===== src/rtl/prefix_scan_pkg.sv =====
// Shared types for the streaming prefix-scan stage: default widths, result record, FSM states.
// Stages that reuse stream_skid size their payload from $bits of their own record type.
package prefix_scan_pkg;

    localparam int SCAN_N     = 16;
    localparam int SCAN_IDX_W = 8;

    typedef struct packed {
        logic [SCAN_N-1:0]     incl;
        logic [SCAN_N-1:0]     excl;
        logic [SCAN_IDX_W-1:0] idx;
        logic                  last;
        logic                  ovf;
    } scan_res_t;

    typedef enum logic {
        IDLE = 1'b0,
        RUN  = 1'b1
    } scan_state_t;

endpackage


===== src/rtl/prefix_scan_stream_if.sv =====
// Operand stream in and result stream out of prefix_scan_stream, each with valid/ready.
// master = the surrounding producer/consumer, slave = the scan stage.
interface prefix_scan_stream_if #(
    parameter int N     = 16,
    parameter int IDX_W = 8
);
    logic             IN_valid;
    logic             IN_ready;
    logic [N-1:0]     IN_val;
    logic             IN_last;
    logic             OUT_valid;
    logic             OUT_ready;
    logic [N-1:0]     OUT_incl;
    logic [N-1:0]     OUT_excl;
    logic [IDX_W-1:0] OUT_idx;
    logic             OUT_last;
    logic             OUT_ovf;

    modport master (
        output IN_valid, IN_val, IN_last, OUT_ready,
        input  IN_ready, OUT_valid, OUT_incl, OUT_excl, OUT_idx, OUT_last, OUT_ovf
    );

    modport slave (
        input  IN_valid, IN_val, IN_last, OUT_ready,
        output IN_ready, OUT_valid, OUT_incl, OUT_excl, OUT_idx, OUT_last, OUT_ovf
    );
endinterface


===== src/rtl/prefix_scan_stream_skid.sv =====
// Output register plus one skid entry; 1-cycle latency, full throughput.
// in_rdy is registered (= skid empty), so no combinational ready path from out_rdy.
module stream_skid #(
    parameter int W = 8
) (
    input  logic         clk,
    input  logic         rst_n,
    input  logic         in_vld,
    output logic         in_rdy,
    input  logic [W-1:0] in_dat,
    output logic         out_vld,
    input  logic         out_rdy,
    output logic [W-1:0] out_dat
);
    logic         skid_vld;
    logic [W-1:0] skid_dat;
    logic         in_fire;
    logic         out_free;

    assign in_rdy   = !skid_vld;
    assign in_fire  = in_vld && in_rdy;
    assign out_free = !out_vld || out_rdy;

    always_ff @(posedge clk or negedge rst_n) begin
        if (!rst_n) begin
            out_vld  <= 1'b0;
            out_dat  <= '0;
            skid_vld <= 1'b0;
            skid_dat <= '0;
        end else if (out_free) begin
            // A full skid means in_rdy is low, so it never competes with in_fire here.
            if (skid_vld) begin
                out_dat  <= skid_dat;
                out_vld  <= 1'b1;
                skid_vld <= 1'b0;
            end else if (in_fire) begin
                out_dat <= in_dat;
                out_vld <= 1'b1;
            end else begin
                out_vld <= 1'b0;
            end
        end else if (in_fire) begin
            skid_dat <= in_dat;
            skid_vld <= 1'b1;
        end
    end
endmodule


===== src/rtl/prefix_scan_stream.sv =====
// Framed streaming prefix sum (inclusive, exclusive, index, sticky ovf); 1-cycle latency.
// Consumer stalls are absorbed by a registered output plus one skid entry; IN_ready is registered.
module prefix_scan_stream
    import prefix_scan_pkg::*;
#(
    parameter int N     = SCAN_N,
    parameter int IDX_W = SCAN_IDX_W
) (
    input logic                 clk,
    input logic                 rst_n,
    prefix_scan_stream_if.slave bus
);
    // Same layout as scan_res_t, sized by this instance's parameters.
    typedef struct packed {
        logic [N-1:0]     incl;
        logic [N-1:0]     excl;
        logic [IDX_W-1:0] idx;
        logic             last;
        logic             ovf;
    } res_t;

    scan_state_t      state, state_nxt;
    logic [N-1:0]     acc, acc_eff;
    logic [IDX_W-1:0] idx, idx_eff;
    logic             ovf, ovf_eff;
    logic [N:0]       sum;
    logic             in_rdy;
    logic             in_fire;
    res_t             res, out_res;

    assign in_fire = bus.IN_valid && in_rdy;

    always_comb begin
        acc_eff = (state == IDLE) ? '0 : acc;
        idx_eff = (state == IDLE) ? '0 : idx;
        ovf_eff = (state == IDLE) ? 1'b0 : ovf;
        sum     = {1'b0, acc_eff} + {1'b0, bus.IN_val};
        res      = '0;
        res.incl = sum[N-1:0];
        res.excl = acc_eff;
        res.idx  = idx_eff;
        res.last = bus.IN_last;
        res.ovf  = ovf_eff | sum[N];
    end

    always_comb begin
        state_nxt = state;
        case (state)
            IDLE:    if (in_fire && !bus.IN_last) state_nxt = RUN;
            RUN:     if (in_fire && bus.IN_last)  state_nxt = IDLE;
            default: state_nxt = IDLE;
        endcase
    end

    always_ff @(posedge clk or negedge rst_n) begin
        if (!rst_n) begin
            state <= IDLE;
            acc   <= '0;
            idx   <= '0;
            ovf   <= 1'b0;
        end else begin
            state <= state_nxt;
            if (in_fire) begin
                if (bus.IN_last) begin
                    acc <= '0;
                    idx <= '0;
                    ovf <= 1'b0;
                end else begin
                    acc <= res.incl;
                    idx <= idx_eff + IDX_W'(1);
                    ovf <= res.ovf;
                end
            end
        end
    end

    stream_skid #(.W($bits(res_t))) u_skid (
        .clk     (clk),
        .rst_n   (rst_n),
        .in_vld  (bus.IN_valid),
        .in_rdy  (in_rdy),
        .in_dat  (res),
        .out_vld (bus.OUT_valid),
        .out_rdy (bus.OUT_ready),
        .out_dat (out_res)
    );

    assign bus.IN_ready = in_rdy;
    assign bus.OUT_incl = out_res.incl;
    assign bus.OUT_excl = out_res.excl;
    assign bus.OUT_idx  = out_res.idx;
    assign bus.OUT_last = out_res.last;
    assign bus.OUT_ovf  = out_res.ovf;
endmodule


===== src/flat_wrapper.sv =====
// flat-port wrapper written by rule: the top's interface ports become plain ports
module prefix_scan_stream_flat import prefix_scan_pkg::*;
#(
    parameter int N     = SCAN_N,
    parameter int IDX_W = SCAN_IDX_W
)
  (clk, rst_n, bus_IN_valid, bus_IN_val, bus_IN_last, bus_OUT_ready, bus_IN_ready, bus_OUT_valid, bus_OUT_incl, bus_OUT_excl, bus_OUT_idx, bus_OUT_last, bus_OUT_ovf);
  prefix_scan_stream_if #(.N(N), .IDX_W(IDX_W)) bus_i ();
  input logic clk;
  input logic rst_n;
  input wire logic [$bits(bus_i.IN_valid)-1:0] bus_IN_valid;
  input wire logic [$bits(bus_i.IN_val)-1:0] bus_IN_val;
  input wire logic [$bits(bus_i.IN_last)-1:0] bus_IN_last;
  input wire logic [$bits(bus_i.OUT_ready)-1:0] bus_OUT_ready;
  output wire logic [$bits(bus_i.IN_ready)-1:0] bus_IN_ready;
  output wire logic [$bits(bus_i.OUT_valid)-1:0] bus_OUT_valid;
  output wire logic [$bits(bus_i.OUT_incl)-1:0] bus_OUT_incl;
  output wire logic [$bits(bus_i.OUT_excl)-1:0] bus_OUT_excl;
  output wire logic [$bits(bus_i.OUT_idx)-1:0] bus_OUT_idx;
  output wire logic [$bits(bus_i.OUT_last)-1:0] bus_OUT_last;
  output wire logic [$bits(bus_i.OUT_ovf)-1:0] bus_OUT_ovf;
  assign bus_i.IN_valid = bus_IN_valid;
  assign bus_i.IN_val = bus_IN_val;
  assign bus_i.IN_last = bus_IN_last;
  assign bus_i.OUT_ready = bus_OUT_ready;
  assign bus_IN_ready = bus_i.IN_ready;
  assign bus_OUT_valid = bus_i.OUT_valid;
  assign bus_OUT_incl = bus_i.OUT_incl;
  assign bus_OUT_excl = bus_i.OUT_excl;
  assign bus_OUT_idx = bus_i.OUT_idx;
  assign bus_OUT_last = bus_i.OUT_last;
  assign bus_OUT_ovf = bus_i.OUT_ovf;
  prefix_scan_stream #(.N(N), .IDX_W(IDX_W)) u_core (.clk(clk), .rst_n(rst_n), .bus(bus_i));
endmodule

===== config.mk =====
export PLATFORM = sky130hd
export DESIGN_NAME = prefix_scan_stream_flat
export DESIGN_NICKNAME = d
export VERILOG_FILES = /design/src/rtl/prefix_scan_pkg.sv /design/src/rtl/prefix_scan_stream_if.sv /design/src/rtl/prefix_scan_stream_skid.sv /design/src/rtl/prefix_scan_stream.sv /design/src/flat_wrapper.sv
export SDC_FILE = /design/constraint.sdc
export NUM_CORES = 1
export LEC_CHECK = 0
export ABC_AREA = 1
export BUFFER_PORTS_ARGS = -buffer_cell sky130_fd_sc_hd__buf_4
export CAP_MARGIN = 40
export CORE_ASPECT_RATIO = 0.5
export CORE_MARGIN = 1.5
export CORE_UTILIZATION = 30
export CTS_CLUSTER_DIAMETER = 40
export DETAILED_ROUTE_END_ITERATION = 8
export SLEW_MARGIN = 20
export SYNTH_ARGS = -nofsm -noshare
export SYNTH_HDL_FRONTEND = slang
export SYNTH_SLANG_ARGS = --single-unit

===== constraint.sdc =====
create_clock -name clk -period 2.75 [get_ports clk]
set_clock_uncertainty 0.05 [all_clocks]
set_input_delay 0.55 -clock clk [delete_from_list [all_inputs] [get_ports clk]]
set_output_delay 0.55 -clock clk [all_outputs]
set_load 0.005 [all_outputs]

After elaboration in Yosys (flattened, before gate mapping) --
Index checks and enable logic that the tools add are counted.
Storage, ports and cells: input bits 21, logic and storage cells 39, output and inout bits 44, register bits after elaboration 112
Operators by class: bitwise logic cells 3, reductions and logical operators 11, add/sub/neg operators 2, multiplexer cells 15
Operators by type and width (number):
- 42-bit 2-to-1 mux | 2
- 16-bit 2-to-1 mux | 2
- 16-bit by 16-bit adder with 17-bit output | 1
- 8-bit 2-to-1 mux | 2
- 8-bit by 1-bit adder with 8-bit output, second input constant | 1
- 1-bit 2-to-1 mux | 8
- 2-bit AND reduction | 2
- 2-bit nonzero test | 2
- 1-bit logical AND | 3
- 1-bit zero test | 3
- 1-bit NOT | 2
- 1-bit one-hot mux with 2 select lines | 1
- 1-bit logical OR | 1
- 1-bit OR | 1

Longest topological paths before layout --
Gate-level depths: netlist (run 1).
word-level depth 5, depth in mapped cells 16, gate-level depth less buffers 14

Hierarchy --
A second synthesis (run 1) with hierarchy kept.
Unflattened totals: cells, all modules 857, area total of the unflattened synthesis 6244.7 sq um
Modules (own cells, without submodules):
- stream_skid | area each 3995.1 sq um, seq. area each 2152.1 sq um, times used 1, cells an instance 507
- prefix_scan_stream | area each 2249.7 sq um, seq. area each 650.6 sq um, times used 1, cells an instance 350

Worst setup path after synthesis (run 1) --
Ideal clock, no wire load.
kind register to register, start register (tool-made name), end register u_core.u_skid.out_dat[38], clock period less this slack 2.063 ns, data required time 2.583 ns, stages on the path, launching flop included 16, data arrival time 1.896 ns, library setup time 0.117 ns, path slack 0.687 ns, path through dfrtp_1 buf_4 buf_2 nand2_1 inv_1 fa_1 nand3_1 nand2_1 nand2_1 nand2_2 nand2_1 nand2_1 nand2_1 nand3_1 nand2_1 nand2_1
RTL lines:
- end signal, assigned | line prefix_scan_stream_skid.sv:33 | out_dat <= skid_dat;
- end signal, assigned | line prefix_scan_stream_skid.sv:37 | out_dat <= in_dat;
- end, declared | line prefix_scan_stream_skid.sv:13 | output logic [W-1:0] out_dat

==> results of run 1 <==
-- worst max-delay path, stage by stage, from the launching register on --
cell	delay, ns
dfrtp_2	0.58
nand2_1	0.21
inv_1	0.06
ha_1	0.37
nand2_1	0.08
inv_1	0.10
nand2_1	0.10
nor3_1	0.24
nand2_1	0.19
nand2_1	0.11
nand2_1	0.07
nand3_1	0.06
o21ai_0	0.09
-- per-layer routing --
layer | share of wire (%) | vias up | global-route usage (%)
li1 | - | 2483 | -
met1 | 49 | 2309 | 21.3
met2 | 45 | 84 | 24.5
met3 | 4.5 | 15 | 2.88
met4 | 1.3 | 0 | 4.95
met5 | 0 | - | 0
-- repair_timing --
action / in CTS / in global routing
endpoints found under the hold margin: 0 / 0
endpoints found under the setup margin: 0 / 21
resized for setup: 0 / 1
-- kinds of logic after synthesis --
family,count (synthesis)
xor gates and xnor gates,9
DFF,112
AOI/OAI and AO/OA,141
and+or+nand+nor,358
adders and majority gates,18
buffers and inverters,108
-- flip-flops by register name, summed over array words and instances (netlist names), named ones only --
name                    flops
u_core.ovf                  1
u_core.u_skid.out_vld       1
u_core.u_skid.skid_vld      1
u_core.u_skid.out_dat      42
u_core.u_skid.skid_dat     42
u_core.acc                 16
u_core.idx                  8
-- report_power, final --
part	total, uW	switching [uW]	internal, uW	leakage (uW)
Clock	1320	661	662	0.000144
Sequential	2070	167	1910	0.00147
Combinational	1030	603	432	0.00199
Total	4430	1430	3000	0.00360
-- through the flow --
stage | utilization (%) | cell area, um2 | hold slack (ns)
detailed placement | 35.1 | 6530 | 0.418
floorplan | - | 5770 | 0.204
CTS | 36.7 | 6830 | 0.101
global placement | 35.1 | 6530 | 0.412
finish | 36.7 | 6830 | 0.0908
global route | 36.7 | 6830 | 0.115
-- final cells by class --
class / count / share of cell area (%)
multi-input combinational: 526 / 36.7
inverter: 76 / 4.21
tap: 259 / 4.75
clock buffer: 10 / 3.50
clock inverter: 6 / 0.898
timing repair buffer: 77 / 8.83
sequential: 112 / 41.1
-- cells in the final DEF (no fill, tap or decap), types with 2 or more instances in the layout --
cell type,instances
nand2_2,4
nand3b_1,3
xnor2_2,2
clkinv_4,2
nand3_1,31
buf_4,75
nor3_2,2
clkbuf_16,9
dfrtp_2,2
dfrtp_1,110
a21oi_1,45
xor2_1,4
inv_2,4
xnor2_1,3
buf_12,2
nand4_1,3
o21a_1,3
nand2_1,255
o21ai_1,48
a31oi_1,3
nor2_2,2
o21ai_0,38
nor2_1,52
ha_1,17
inv_1,71
-- synth_stat cells, drive strengths merged --
cell / n / area [um2]
and2: 1 / 6.26
nand3: 31 / 155
or2: 2 / 12.5
nand4: 3 / 18.8
a22o: 1 / 8.76
o21a: 3 / 22.5
a31oi: 3 / 18.8
o21ai: 86 / 430
nor3: 3 / 25.0
clkbuf: 10 / 37.5
xnor2: 5 / 58.8
a21o: 1 / 7.51
nor2: 55 / 219
dfrtp: 112 / 2800
ha: 17 / 213
o32ai: 1 / 8.76
fa: 1 / 20.0
buf: 22 / 131
o31ai: 1 / 7.51
nand2: 260 / 993
xor2: 4 / 35.0
a21oi: 45 / 225
nand3b: 3 / 22.5
inv: 76 / 288
-- worst max path at each step --
stage	end	startpoint	cells after the start	slack, ns
floorplan	u_core.u_skid.out_dat[38]	flip-flop	15	0.69
global route	u_core.u_skid.out_dat[40]	flip-flop	14	0.09
CTS	u_core.u_skid.out_dat[32]	flip-flop	12	0.13
detailed placement	u_core.u_skid.skid_dat[40]	flip-flop	12	0.15
finish	u_core.u_skid.skid_dat[41]	flip-flop	12	0.30
global placement	u_core.u_skid.out_dat[32]	flip-flop	12	0.20
==> impl_metrics.yaml, run 1 <==
status:
  status: "completed"
timing:
  worst_slew_pin_slew_ns: 0.691
  rsz0062_at_grt: "false"
  setup_ws_ns: 0.300
  post-route-period-util_pct: 89.1
  period_needed_ns: 2.45
  setup_viol: 0
  fmax_mhz: 408
  finalHoldViolations: 0
  maxSlewViolCount: 0
  max_slew_margin_pct: 53.9
  finalSetupTns_ns: 0
setup_path:
  critPathArrivalTime_ns: 2.62
  critPathLaunchType: "flip-flop"
  reg2reg_depth: 12
  cp_max_fo: 19
  ff2ff_setup_slack_ns: 0.30
  required_ns: 2.92
  worstReg2RegEnd: "u_core.u_skid.skid_dat[41]"
  end_kind: "flip-flop"
  critPathKind: "reg -> reg"
layout:
  final_nets: 841
  layout-drive-gt1-share_pct: 13.9
  area_growth_pct: 18.4
  seqCellArea_um2: 2810
  multiInputGateArea_um2: 2510
  fin_cells: 1066
  fill_cells: 1912
  insertedDiodeCount: 0
synth:
  synthAdderAreaFrac_pct: 4.03
  synth_xor_area_share_pct: 1.63
  ys_warn_count: 0
  yosys.area_share.simple_pct: 25.2
  synth-compound-area-share_pct: 12.6
  synth_top_family_by_area: "simple AND/OR/NAND/NOR gates"
  ys_seq_elements: 112
  syn_area_per_cell_um2: 7.73
  yosysSeqAreaShare_pct: 48.6
  syn-num-nets: 785
  muxShareOfSynthArea_pct: 0
  netlist_area_um2: 5770
  syn_inst: 746
  ys_types: 36
clock_tree:
  clk_pin_slew_ns: 0.08
  clkSinkCount: 112
  htree_levels: 3
  clkLatencyLatePin_ns: 0.36
  post_cts_buffers: 0
  tritoncts: "built"
  clock_path_buffers: 2
  cts_root_buf: "clkbuf_16"
  cts_buffers: 9
  hold_buffers: 0
pwr:
  finalPower_uw: 4430
  power.density_nw_per_um2: 649
  p_leak_uw: 0.00360
  peakVddDrop_mv: 0.346
global_routing:
  track_usage_pct: 15.4
  antenna_found_initial: 0
  grt-ovfl-total: 0
  grt_max_degree: 68
  grt_pass1_vias: 4711
  grt_pass1_wl_mm: 24.3
floorplan:
  num_io_pins: 65
  dieHeight_um: 101
  die_width_um: 199
  initial_core_util_pct: 31.0
  fp-row-count: 35
  core_area_um2: 18600
  dieArea_um2: 20100
placed_design:
  dp.cells: 1050
  gp_congestion: 0.972
  dp_slack_ns: 0.149
  port_buffers: 64
  hpwlAfterDp_mm: 10.3
hold_path:
  min_path_type: "in -> async"
route:
  drtIter0Drc: 398
  drt_wl_total_mm: 14.6
  ant_nets: 0
  drcViolationCount: 0
  wl_per_cell_um: 13.7
  vias_per_cell: 4.59
  drt-pass1-iter-count: 4
  vias: 4891
flow_run:
  drv_cap: 0
No activity file was read; power rests on OpenSTA's default activity.
==> run 2, diff against run 1 <==
--- a/config.mk
+++ b/config.mk
@@ -13,6 +13,7 @@
 export CORE_UTILIZATION = 30
 export CTS_CLUSTER_DIAMETER = 40
 export DETAILED_ROUTE_END_ITERATION = 8
+export GPL_TIMING_DRIVEN = 0
 export SLEW_MARGIN = 20
 export SYNTH_ARGS = -nofsm -noshare
 export SYNTH_HDL_FRONTEND = slang
==> constraint.sdc (replaced) <==
create_clock -name clk -period 2.6 [get_ports clk]
set_clock_uncertainty 0.05 [all_clocks]
set_input_delay 0.52 -clock clk [delete_from_list [all_inputs] [get_ports clk]]
set_output_delay 0.52 -clock clk [all_outputs]
set_load 0.005 [all_outputs]
==> run 2 against run 1 <==
Effect of this change:
- combinational power grew 15%
- die area is the same
- final cell count grew 1.8%
- critical path depth is the same
- critical endpoint is now u_core.u_skid.out_dat[33]
==> impl_metrics.yaml, run 2 (synthesized netlist as in run 1, its figures left out) <==
status:
  status: "completed"
floorplan:
  core_area_um2: 18600
  dieHeight_um: 101
  initial_core_util_pct: 31.0
  die_width_um: 199
  num_io_pins: 65
  fp-row-count: 35
  dieArea_um2: 20100
global_routing:
  grt_max_degree: 60
  grt_pass1_vias: 4995
  grt-ovfl-total: 0
  antenna_found_initial: 0
  track_usage_pct: 16.8
  grt_pass1_wl_mm: 26.0
layout:
  top_regs: "u_core.u_skid.out_dat (42), u_core.u_skid.skid_dat (42), u_core.acc (16)"
  final_nets: 861
  area_growth_pct: 20.4
  finalInstanceArea_um2: 6940
  insertedDiodeCount: 0
  layout_commonest_cell: "nand2_1"
  final_cell_mix: "nand2_1, dfrtp_1, inv_1"
  layout-drive-gt1-share_pct: 15.3
setup_path:
  critPathLaunchType: "flip-flop"
  critical-path-top-delay-family: "simple AND/OR/NAND/NOR gates"
  cp_max_fo: 10
  path_buf_inv: 3
  critPathKind: "reg -> reg"
  end_kind: "flip-flop"
  slowest_stage: "dfrtp_1"
  required_ns: 2.79
  crit_path_cell_trace: "buf_4, clkbuf_4, nand2_2, inv_1, ha_1, or2_1, nand3_1, nand2_1, xnor2_1, nand2_1, nand2_1, nand2_1"
  path_common_cell: "nand2_1"
  critPathArrivalTime_ns: 2.70
  crit_path_max_incr_delay_ns: 0.36
clock_tree:
  cts_root_buf: "clkbuf_16"
  htree_levels: 3
  clock_path_buffers: 2
  clk_pin_slew_ns: 0.07
  tritoncts: "built"
  post_cts_buffers: 0
  clkLatencyLatePin_ns: 0.35
  cts_resized: 0
  clkSinkCount: 112
  cts_buffers: 9
  hold_buffers: 0
timing:
  finalHoldViolations: 0
  maxSlewViolCount: 0
  worst_slew_pin_slew_ns: 0.776
  period_needed_ns: 2.51
  rsz0062_at_grt: "true"
  fmax_mhz: 399
  max_slew_margin_pct: 48.3
  setup_viol: 0
  post-route-period-util_pct: 96.4
  setup_ws_ns: 0.0948
route:
  drt_wl_total_mm: 16.0
  vias_per_cell: 4.70
  drcViolationCount: 0
  drtIter0Drc: 313
  vias: 5104
  ant_nets: 0
  drt-pass1-iter-count: 5
  wl_per_cell_um: 14.8
placed_design:
  placed_area_um2: 6600
  hpwlAfterDp_mm: 12.0
  dp_slack_ns: 0.110
  gp_congestion: 0.912
  port_buffers: 64
pwr:
  power.density_nw_per_um2: 687
  p_leak_uw: 0.00365
  peakVddDrop_mv: 0.381
  finalPower_uw: 4770
flow_run:
  drv_cap: 0
hold_path:
  min_path_type: "in -> async"
## run 2: layout make-up
class,count,area (um2)
multi-input cells,526,2550
inverters,76,288
well taps,259,324
plain buffers,32,174
clock inverters,3,47.5
repair buffers,65,512
clock buffers,12,246
flip-flops and latches,112,2800
fillers,1962,11700
## run 2: metal layers
| metal | up-vias | wire (um) | GRT usage (%) |
|---|---|---|---|
| li1 | 2531 | - | - |
| met1 | 2440 | 7450 | 22.5 |
| met2 | 117 | 7440 | 27.6 |
| met3 | 16 | 960 | 4.12 |
| met4 | 0 | 190 | 4.02 |
| met5 | - | 0 | 0 |
## run 2: path summary, 6_finish.rpt
path / start / end / slack, ns / depth (start not counted)
max in group asynchronous: rst_n / u_core.acc[1] / 1.73 / 2
worst max register to register: flip-flop / u_core.u_skid.out_dat[33] / 0.09 / 12
worst min-delay path: rst_n / u_core.u_skid.skid_dat[33] / 0.08 / 1
worst min register to register: u_core.acc[14] / u_core.acc[14] / 0.44 / 2
min in group clk: bus_IN_valid / u_core.u_skid.out_vld / 0.35 / 3
worst max-delay path: flip-flop / u_core.u_skid.out_dat[33] / 0.09 / 12
## run 2: power by group
| part | switching [uW] | internal (uW) | leakage [uW] |
|---|---|---|---|
| Sequential | 149 | 2020 | 0.00147 |
| Clock | 643 | 778 | 0.000144 |
| Combinational | 707 | 474 | 0.00204 |
## run 2: through the flow
| stage | std cells | TNS [ns] | hold slack [ns] | utilization, % |
|---|---|---|---|---|
| after floorplan | 746 | 0 | 0.174 | - |
| after global placement | 1069 | 0 | 0.413 | 35.3 |
| after detailed placement | 1070 | 0 | 0.416 | 35.5 |
| after CTS | 1085 | 0 | 0.119 | 37.1 |
| after global routing | 1085 | -0.113 | 0.128 | 37.3 |
| final | 1085 | 0 | 0.0764 | 37.3 |
